## src/rtl/multicycle_controller_if.sv

```systemverilog
// Control bundle between the multi-cycle main controller and the MIPS datapath.
//   opcode, mem_ready       : datapath -> controller (IR opcode field, memory done)
//   pc_write .. illegal     : controller -> datapath strobes and mux selects
//   state                   : controller -> observer, current FSM state
// Modports: master = controller side, slave = datapath side.
interface multicycle_controller_if #(
    parameter int unsigned OPCODE_W = 6,
    parameter int unsigned ALUOP_W  = 2
);
    logic [OPCODE_W-1:0] opcode;
    logic                mem_ready;
    logic                pc_write;
    logic                pc_write_beq;
    logic                pc_write_bne;
    logic                i_or_d;
    logic                ir_write;
    logic                mem_read;
    logic                mem_write;
    logic                mem_to_reg;
    logic                reg_write;
    logic                reg_write2;
    logic                reg_dst;
    logic                alu_src_a;
    logic [1:0]          alu_src_b;
    logic                zero_ext;
    logic                lui;
    logic [ALUOP_W-1:0]  alu_op;
    logic [1:0]          pc_source;
    logic                illegal;
    logic [3:0]          state;

    modport master (
        input  opcode, mem_ready,
        output pc_write, pc_write_beq, pc_write_bne, i_or_d, ir_write, mem_read, mem_write,
               mem_to_reg, reg_write, reg_write2, reg_dst, alu_src_a, alu_src_b, zero_ext,
               lui, alu_op, pc_source, illegal, state
    );

    modport slave (
        output opcode, mem_ready,
        input  pc_write, pc_write_beq, pc_write_bne, i_or_d, ir_write, mem_read, mem_write,
               mem_to_reg, reg_write, reg_write2, reg_dst, alu_src_a, alu_src_b, zero_ext,
               lui, alu_op, pc_source, illegal, state
    );
endinterface

```

## src/rtl/multicycle_controller.sv

```systemverilog
// Multi-cycle main control FSM for the 32-bit MIPS core. Sequences each instruction through
// fetch/decode/execute/memory/writeback, stalls memory states on mem_ready and traps unknown
// opcodes with a one-cycle illegal pulse.
//   clk   : rising-edge clock
//   reset : asynchronous, active-high; forces FETCH
//   bus   : master side of multicycle_controller_if (opcode/mem_ready in, control out)
module multicycle_controller #(
    parameter int unsigned OPCODE_W = 6,
    parameter int unsigned ALUOP_W  = 2,
    parameter bit          MEM_HS   = 1'b1
) (
    input logic                     clk,
    input logic                     reset,
    multicycle_controller_if.master bus
);
    typedef enum logic [3:0] {
        StFetch   = 4'd0,
        StDecode  = 4'd1,
        StMemAddr = 4'd2,
        StMemRd   = 4'd3,
        StMemWb   = 4'd4,
        StMemWr   = 4'd5,
        StRExec   = 4'd6,
        StRWb     = 4'd7,
        StBranch  = 4'd8,
        StJump    = 4'd9,
        StIExec   = 4'd10,
        StIWb     = 4'd11
    } state_e;

    localparam logic [OPCODE_W-1:0] OpR   = OPCODE_W'(6'b00_0000);
    localparam logic [OPCODE_W-1:0] OpLw  = OPCODE_W'(6'b10_0011);
    localparam logic [OPCODE_W-1:0] OpSw  = OPCODE_W'(6'b10_1011);
    localparam logic [OPCODE_W-1:0] OpBeq = OPCODE_W'(6'b00_0100);
    localparam logic [OPCODE_W-1:0] OpBne = OPCODE_W'(6'b00_0101);
    localparam logic [OPCODE_W-1:0] OpJ   = OPCODE_W'(6'b00_0010);
    localparam logic [OPCODE_W-1:0] OpJal = OPCODE_W'(6'b00_0011);
    localparam logic [OPCODE_W-1:0] OpOri = OPCODE_W'(6'b00_1101);
    localparam logic [OPCODE_W-1:0] OpLui = OPCODE_W'(6'b00_1111);

    state_e state_q, state_d;
    logic   mem_done;

    // Without the handshake every memory access completes in its first cycle.
    assign mem_done  = !MEM_HS || bus.mem_ready;
    assign bus.state = state_q;

    always_ff @(posedge clk or posedge reset) begin
        if (reset) begin
            state_q <= StFetch;
        end else begin
            state_q <= state_d;
        end
    end

    always_comb begin
        state_d          = state_q;
        bus.pc_write     = 1'b0;
        bus.pc_write_beq = 1'b0;
        bus.pc_write_bne = 1'b0;
        bus.i_or_d       = 1'b0;
        bus.ir_write     = 1'b0;
        bus.mem_read     = 1'b0;
        bus.mem_write    = 1'b0;
        bus.mem_to_reg   = 1'b0;
        bus.reg_write    = 1'b0;
        bus.reg_write2   = 1'b0;
        bus.reg_dst      = 1'b0;
        bus.alu_src_a    = 1'b0;
        bus.alu_src_b    = 2'b00;
        bus.zero_ext     = 1'b0;
        bus.lui          = 1'b0;
        bus.alu_op       = ALUOP_W'(2'b00);
        bus.pc_source    = 2'b00;
        bus.illegal      = 1'b0;

        case (state_q)
            StFetch: begin
                // Read stays asserted through the stall; IR/PC load only on completion.
                bus.mem_read  = 1'b1;
                bus.alu_src_b = 2'b01;
                if (mem_done) begin
                    bus.ir_write = 1'b1;
                    bus.pc_write = 1'b1;
                    state_d      = StDecode;
                end
            end
            StDecode: begin
                // ALU precomputes the branch target while the opcode is decoded.
                bus.alu_src_b = 2'b11;
                if (bus.opcode == OpR) begin
                    state_d = StRExec;
                end else if (bus.opcode == OpLw || bus.opcode == OpSw) begin
                    state_d = StMemAddr;
                end else if (bus.opcode == OpBeq || bus.opcode == OpBne) begin
                    state_d = StBranch;
                end else if (bus.opcode == OpJ || bus.opcode == OpJal) begin
                    state_d = StJump;
                end else if (bus.opcode == OpOri || bus.opcode == OpLui) begin
                    state_d = StIExec;
                end else begin
                    bus.illegal = 1'b1;
                    state_d     = StFetch;
                end
            end
            StMemAddr: begin
                bus.alu_src_a = 1'b1;
                bus.alu_src_b = 2'b10;
                state_d       = (bus.opcode == OpLw) ? StMemRd : StMemWr;
            end
            StMemRd: begin
                bus.mem_read = 1'b1;
                bus.i_or_d   = 1'b1;
                if (mem_done) state_d = StMemWb;
            end
            StMemWb: begin
                bus.reg_write  = 1'b1;
                bus.mem_to_reg = 1'b1;
                state_d        = StFetch;
            end
            StMemWr: begin
                bus.mem_write = 1'b1;
                bus.i_or_d    = 1'b1;
                if (mem_done) state_d = StFetch;
            end
            StRExec: begin
                bus.alu_src_a = 1'b1;
                bus.alu_op    = ALUOP_W'(2'b10);
                state_d       = StRWb;
            end
            StRWb: begin
                bus.reg_write = 1'b1;
                bus.reg_dst   = 1'b1;
                state_d       = StFetch;
            end
            StBranch: begin
                bus.alu_src_a    = 1'b1;
                bus.alu_op       = ALUOP_W'(2'b01);
                bus.pc_source    = 2'b01;
                bus.pc_write_beq = (bus.opcode == OpBeq);
                bus.pc_write_bne = (bus.opcode == OpBne);
                state_d          = StFetch;
            end
            StJump: begin
                bus.pc_write   = 1'b1;
                bus.pc_source  = 2'b10;
                bus.reg_write2 = (bus.opcode == OpJal);
                state_d        = StFetch;
            end
            StIExec: begin
                bus.alu_src_a = 1'b1;
                bus.alu_src_b = 2'b10;
                if (bus.opcode == OpOri) begin
                    bus.alu_op   = ALUOP_W'(2'b11);
                    bus.zero_ext = 1'b1;
                end else begin
                    bus.lui = 1'b1;
                end
                state_d = StIWb;
            end
            StIWb: begin
                // Writeback mux still needs the ori/lui selection.
                bus.reg_write = 1'b1;
                bus.zero_ext  = (bus.opcode == OpOri);
                bus.lui       = (bus.opcode == OpLui);
                state_d       = StFetch;
            end
            default: state_d = StFetch;
        endcase
    end
endmodule
```

## src/flat_wrapper.sv

```systemverilog
// flat-port wrapper written by rule: the top's interface ports become plain ports
module multicycle_controller_flat 
#(
    parameter int unsigned OPCODE_W = 6,
    parameter int unsigned ALUOP_W  = 2,
    parameter bit          MEM_HS   = 1'b1
)
  (clk, reset, bus_opcode, bus_mem_ready, bus_pc_write, bus_pc_write_beq, bus_pc_write_bne, bus_i_or_d, bus_ir_write, bus_mem_read, bus_mem_write, bus_mem_to_reg, bus_reg_write, bus_reg_write2, bus_reg_dst, bus_alu_src_a, bus_alu_src_b, bus_zero_ext, bus_lui, bus_alu_op, bus_pc_source, bus_illegal, bus_state);
  multicycle_controller_if #(.OPCODE_W(OPCODE_W), .ALUOP_W(ALUOP_W)) bus_i ();
  input logic clk;
  input logic reset;
  input wire logic [$bits(bus_i.opcode)-1:0] bus_opcode;
  input wire logic [$bits(bus_i.mem_ready)-1:0] bus_mem_ready;
  output wire logic [$bits(bus_i.pc_write)-1:0] bus_pc_write;
  output wire logic [$bits(bus_i.pc_write_beq)-1:0] bus_pc_write_beq;
  output wire logic [$bits(bus_i.pc_write_bne)-1:0] bus_pc_write_bne;
  output wire logic [$bits(bus_i.i_or_d)-1:0] bus_i_or_d;
  output wire logic [$bits(bus_i.ir_write)-1:0] bus_ir_write;
  output wire logic [$bits(bus_i.mem_read)-1:0] bus_mem_read;
  output wire logic [$bits(bus_i.mem_write)-1:0] bus_mem_write;
  output wire logic [$bits(bus_i.mem_to_reg)-1:0] bus_mem_to_reg;
  output wire logic [$bits(bus_i.reg_write)-1:0] bus_reg_write;
  output wire logic [$bits(bus_i.reg_write2)-1:0] bus_reg_write2;
  output wire logic [$bits(bus_i.reg_dst)-1:0] bus_reg_dst;
  output wire logic [$bits(bus_i.alu_src_a)-1:0] bus_alu_src_a;
  output wire logic [$bits(bus_i.alu_src_b)-1:0] bus_alu_src_b;
  output wire logic [$bits(bus_i.zero_ext)-1:0] bus_zero_ext;
  output wire logic [$bits(bus_i.lui)-1:0] bus_lui;
  output wire logic [$bits(bus_i.alu_op)-1:0] bus_alu_op;
  output wire logic [$bits(bus_i.pc_source)-1:0] bus_pc_source;
  output wire logic [$bits(bus_i.illegal)-1:0] bus_illegal;
  output wire logic [$bits(bus_i.state)-1:0] bus_state;
  assign bus_i.opcode = bus_opcode;
  assign bus_i.mem_ready = bus_mem_ready;
  assign bus_pc_write = bus_i.pc_write;
  assign bus_pc_write_beq = bus_i.pc_write_beq;
  assign bus_pc_write_bne = bus_i.pc_write_bne;
  assign bus_i_or_d = bus_i.i_or_d;
  assign bus_ir_write = bus_i.ir_write;
  assign bus_mem_read = bus_i.mem_read;
  assign bus_mem_write = bus_i.mem_write;
  assign bus_mem_to_reg = bus_i.mem_to_reg;
  assign bus_reg_write = bus_i.reg_write;
  assign bus_reg_write2 = bus_i.reg_write2;
  assign bus_reg_dst = bus_i.reg_dst;
  assign bus_alu_src_a = bus_i.alu_src_a;
  assign bus_alu_src_b = bus_i.alu_src_b;
  assign bus_zero_ext = bus_i.zero_ext;
  assign bus_lui = bus_i.lui;
  assign bus_alu_op = bus_i.alu_op;
  assign bus_pc_source = bus_i.pc_source;
  assign bus_illegal = bus_i.illegal;
  assign bus_state = bus_i.state;
  multicycle_controller #(.OPCODE_W(OPCODE_W), .ALUOP_W(ALUOP_W), .MEM_HS(MEM_HS)) u_core (.clk(clk), .reset(reset), .bus(bus_i));
endmodule
```

## config.mk

```make
export PLATFORM = sky130hd
export DESIGN_NAME = multicycle_controller_flat
export DESIGN_NICKNAME = d
export VERILOG_FILES = /design/src/rtl/multicycle_controller_if.sv /design/src/rtl/multicycle_controller.sv /design/src/flat_wrapper.sv
export SDC_FILE = /design/constraint.sdc
export NUM_CORES = 1
export LEC_CHECK = 0
export ABC_AREA = 1
export CAP_MARGIN = 20
export CORE_UTILIZATION = 25
export CTS_CLUSTER_SIZE = 40
export DETAILED_ROUTE_END_ITERATION = 12
export DONT_BUFFER_PORTS = 1
export HOLD_SLACK_MARGIN = 0.02
export PLACE_DENSITY = 0.4
export SKIP_CTS_REPAIR_TIMING = 1
export SLEW_MARGIN = 20
export SYNTH_ARGS = -nofsm -noshare
export SYNTH_HDL_FRONTEND = slang
export SYNTH_SLANG_ARGS = --single-unit
export TNS_END_PERCENT = 1
```

## constraint.sdc

```tcl
create_clock -name clk -period 3 [get_ports clk]
set_input_delay 0 -clock clk [delete_from_list [all_inputs] [get_ports clk]]
set_output_delay 0 -clock clk [all_outputs]
set_load 0.01 [all_outputs]
```

# [Word level (Yosys, flattened, before mapping)]
# Cells that the tools add are included.
[classes] n_reduce_logical=12 n_mux=37 n_eq_ne=22
[ops] operator="2-to-1 mux 4 bit" n=8
[ops] operator="case mux 4 bit (7 select lines)" n=1
[ops] operator="2-to-1 mux 1 bit" n=20
[ops] operator="equality test 4 x 3 -> 1 bit (second input constant)" n=4
[ops] operator="equality test 4 bit (second input constant)" n=4
[ops] operator="equality test 6 x 2 -> 1 bit (second input constant)" n=2
[ops] operator="equality test 6 x 3 -> 1 bit (second input constant)" n=2
[ops] operator="equality test 6 x 4 -> 1 bit (second input constant)" n=2
[ops] operator="equality test 6 bit (second input constant)" n=2
[ops] operator="case mux 2 bit (3 select lines)" n=2
[ops] operator="equality test 4 x 2 -> 1 bit (second input constant)" n=2
[ops] operator="logical NOT 6 bit" n=1
[ops] operator="!= test 2 bit (second input constant)" n=3
[ops] operator="case mux 1 bit (2 select lines)" n=3
[ops] operator="OR reduction 2 bit" n=3
[ops] operator="equality test 4 x 1 -> 1 bit (second input constant)" n=1
[ops] operator="logical NOT 4 bit" n=1
[ops] operator="logical OR 1 bit" n=4
[ops] operator="case mux 2 bit (2 select lines)" n=1
[ops] operator="OR reduction 4 bit" n=1
[ops] operator="2-to-1 mux 3 bit" n=1
[ops] operator="AND reduction 3 bit" n=1
[ops] operator="OR reduction 3 bit" n=1
[ops] operator="2-to-1 mux 2 bit" n=1
[totals] inputBits=9 reg_bits=4 output_inout_bits=25 word_cells=72

# [Longest topological paths before layout]
[logic_depth] word_depth=8 ltp_mapped=8 ltp_nobuf=8

# [Least setup slack after synthesis]
# OpenSTA, ideal clock, no wires.
[synth_path] path_type="flip-flop to flip-flop" from="register u_core.state_q[2], in the netlist u_core.bus.state[2]" to="register u_core.state_q[0], in the netlist u_core.bus.state[0]" t_arrival_ps=970 required_ps=2880 path_stages_with_launch=7 path_buffers=0 setup_ps=120 period_less_slack_ps=1090 setup_slack_ps=1910 cell_sequence="dfrtp_1 > nor2_1 > nand2_1 > nand3_2 > nand2_2 > o21ai_1 > nand2_1"
[synth_between] elab_chain_cells=3 word_cells_on_any_way=12 cone_classes="eq/ne: 9; mux: 1; reduce/logical: 2"
[synth_lines] element="start, declared" line="multicycle_controller.sv:41" text="state_e state_q, state_d;"
[synth_lines] element="start signal, assigned" line="multicycle_controller.sv:50" text="state_q <= StFetch;"
[synth_lines] element="start signal, assigned" line="multicycle_controller.sv:52" text="state_q <= state_d;"
[synth_lines] element="equality test 4 x 3 -> 1 bit, or another cell as far along" line="multicycle_controller.sv:77" text="case (state_q)"
[synth_lines] element="!= test 2 bit (no line)"
[synth_lines] element="AND reduction 3 bit (no line)"
# Parallel ways exist; a longest one is shown, timed or not.
# A chain may end at the register's enable or synchronous reset.

# [Worst setup path in the final report]
[layout_path] from="register u_core.state_q[0], in the netlist u_core.bus.state[0]" to="output port bus_pc_write_beq"
[layout_between] elab_chain_cells=2
[layout_lines] element="equality test 4 bit" line="multicycle_controller.sv:77"
[layout_lines] element="2-to-1 mux 1 bit" line="multicycle_controller.sv:77"
[layout_lines] element="end, declared" line="flat_wrapper.sv:15" text="output wire logic [$bits(bus_i.pc_write_beq)-1:0] bus_pc_write_beq;"
# No other way between the ends.

==> results.tsv <==
stage	metric	value	unit
timing	final setup fails	0	
flow_run	MaxCap Viol Count	0	
power	Lkg Pwr	0.3791	nW
synthesis	Avg Cell Area, Syn	5.180	um2
power	Max VDD drop	0.2188	mV
timing	TNS Setup	0	ns
worst_setup_path	critical path's top delay family	simple AND/OR/NAND/NOR gates	
timing	Slew HR	0.6505	
worst_setup_path	Worst setup EP type	output pin	
detailed_routing	vias post-DR	679	
worst_setup_path	worst-path fanout max	6	
place	Placed Instances	142	
global_routing	vias in the first global route	632	
synthesis	Post-Syn Area	590.6	um2
synthesis	XOR/XNOR Fraction of Synth Area	0	
finish	nets	129	
place	Post-DP Area	625.6	um2
timing	Tmin final	1.477	ns
timing	Fin Clk Skew	0.001268	ns
synthesis	Mapped Nets	123	
global_routing	first-pass GRT wire length	2.842	mm
synthesis	Primary FF master, synth	dfrtp_1	
detailed_routing	1st-pass router iterations	4	
clock_network	clk buf depth	2	
timing	RSZ-0062 raised after global routing	false	
run_status	status	finished clean	
timing	final period utilization	0.4923	
min_path	Min-Delay Path Class	input port to flip-flop	
clock_network	total CTS buffers	3	
die	Die X	50.61	um
power	P_int	171.5	uW
synthesis	largest family of logic cells by synthesized area	simple AND/OR/NAND/NOR gates	
global_routing	total global routing overflow	0	
detailed_routing	DR iter-0 viols	21	
finish	commonest non-fill, non-tap cell in the layout	nand2_1	
global_routing	gr usage total	0.1497	
global_routing	initial antenna violation count	0	
clock_network	Clock Sinks	4	
power	Clock Power Share	0.182	
power	PwrDens	563.7	nW/um2
finish	FILL cells	278	
synthesis	post-synthesis sequential area ratio	0.1695	
finish	max reg flops	4	
synthesis	Adder-Cell Fraction of Synth Area	0	
finish	final core utilization	0.2975	
synthesis	Synth Area in Compound Gates	0.05720	
clock_network	clock latency on the worst-skew pair	0.24	ns
synthesis	post-synthesis simple-gate area fraction	0.6271	
place	PortBufs	0	
finish	area occupied by multi-input gates	404.1	um2
synthesis	cells after synthesis	114	
finish	Non-Filler Instances	146	
timing	Worst Max-Slew Pin Slew	0.5195	ns
synthesis	asr flop ratio synth	1.000	
finish	most frequent cells in the layout	nand2_1, nor2_1, inv_1	
worst_setup_path	Critical-path top delay cell	dfrtp_1	
power	Seq pwr share	0.250	
finish	Layout area overhead	11.44	%
timing	Fin. Hold Viols	0	
worst_setup_path	crit path DAT	1.48	ns
detailed_routing	routed wire length	1.701	mm
worst_setup_path	Crit path largest cell delay	0.46	ns
detailed_routing	DRC	0	
die	initial core utilization	0.2670	
synthesis	Netlist cell types	17	
timing	Max Transition Viols Final	0	
place	RePlAce Congestion	0.8161	
clock_network	Root Buffer	clkbuf_4	
die	Core ar.	2212	um2
timing	Fmax	677.1	MHz
clock_network	CTS clock-pin slew for the worst setup and hold paths	0.04	ns
finish	share of layout cells above drive strength 1	0.1610	
die	site row count	17	
worst_setup_path	kind of critical path	flip-flop to output pin	
power	combinational share of power	0.568	
detailed_routing	wire per inst	11.65	um
synthesis	post-synthesis mux area share	0	
power	sw frac	0.5376	
detailed_routing	antenna-violating nets left	0	
worst_setup_path	Critical Path Start Type	flip-flop	
worst_setup_path	Bufs and invs on worst path	2	
synthesis	Synth area leaders	nand2_1, dfrtp_1, nor2_1	
finish	Final Cell Area	658.1	um2
power	Final Power	371.0	uW
clock_network	H-Tree Depth	1	
global_routing	largest net degree at the start of global routing	9	
synthesis	post-synth top area share	0.1907	
clock_network	CTS tree	yes	
synthesis	largest area contributor in the netlist	nand2_1	
finish	# diodes	0	
worst_setup_path	worst path required time	3.00	ns
die	IO Pins	34	
synthesis	EDFF count, synth	0	
synthesis	Synth Register Bits	4	
power	switching pwr	199.4	uW
worst_setup_path	crit-path cells	nor2_1 -> inv_1 -> nor2_2 -> inv_1 -> nor2_1	
place	Final HPWL DP	1.454	mm
synthesis	Ys Warns	0	
die	Die Area	2561	um2
die	chip height	50.61	um
detailed_routing	average via count per standard cell	4.651	
finish	Sequential cell area	100.1	um2
through the flow:
step,hold WS [ns],setup slack [ns]
after floorplan,-0.2339,1.910
after global placement,-0.2143,1.711
after detailed placement,-0.2132,1.743
after CTS,-0.4637,1.496
after global routing,0.04970,1.355
final,0.03146,1.523
kinds of logic (layout without fill, tap and decap cells):
logic type,count (synthesis),in the layout
AOI/OAI and AO/OA,6,6
buffers and inverters,23,27
DFF,4,4
and+or+nand+nor,81,81
per-layer routing:
metal,share of wire,GRT usage,vias up
met1,0.47,0.1864,294
met5,0,0,-
li1,-,-,360
met3,0.089,0.06061,2
met2,0.44,0.2267,23
met4,0.010,0.06019,0
synthesized netlist by cell type (2+ instances only):
master / n
nand2_1: 30
nor2_2: 3
nor2_4: 2
nor2_1: 25
nand2_2: 4
inv_2: 4
dfrtp_1: 4
inv_1: 19
o21ai_0: 3
nand3_1: 13
power by group through the flow:
stage                     Clock [mW]  Combinational [mW]  Sequential, mW
final                         0.0674               0.211          0.0927
after global placement             0               0.215          0.0945
after detailed placement           0               0.213          0.0939
after global routing          0.0741               0.247          0.0972
after CTS                     0.0698               0.214          0.0932
after floorplan                    0               0.181          0.0878
path summary, 6_finish.rpt:
kind                                     start  depth (start not counted)                   to  slack, ns
setup / recovery           u_core.bus.state[0]                          5     bus_pc_write_beq       1.52
hold / removal                   bus_mem_ready                          3  u_core.bus.state[2]       0.03
setup reg to reg           u_core.bus.state[0]                          7  u_core.bus.state[0]       1.76
hold reg to reg            u_core.bus.state[0]                          2  u_core.bus.state[0]       0.69
max in group asynchronous                reset                          2  u_core.bus.state[0]       2.77
min in group asynchronous                reset                          2  u_core.bus.state[3]       0.08
worst reg2reg max path: stages, from the launching register on:
cell	delay, ns
dfrtp_1	0.48
inv_1	0.07
nand2_1	0.12
inv_1	0.08
o21ai_2	0.09
nand2_1	0.09
o21ai_1	0.13
nand2_1	0.06
area by class of cell:
type / instances / share of cell area
Inverter: 23 / 0.1312
Sequential cell: 4 / 0.1521
Clock buffer: 3 / 0.03422
Tap cell: 28 / 0.05323
Timing Repair Buffer: 1 / 0.01521
Multi-Input combinational cell: 87 / 0.6141
No activity file was read; power rests on OpenSTA's default activity.
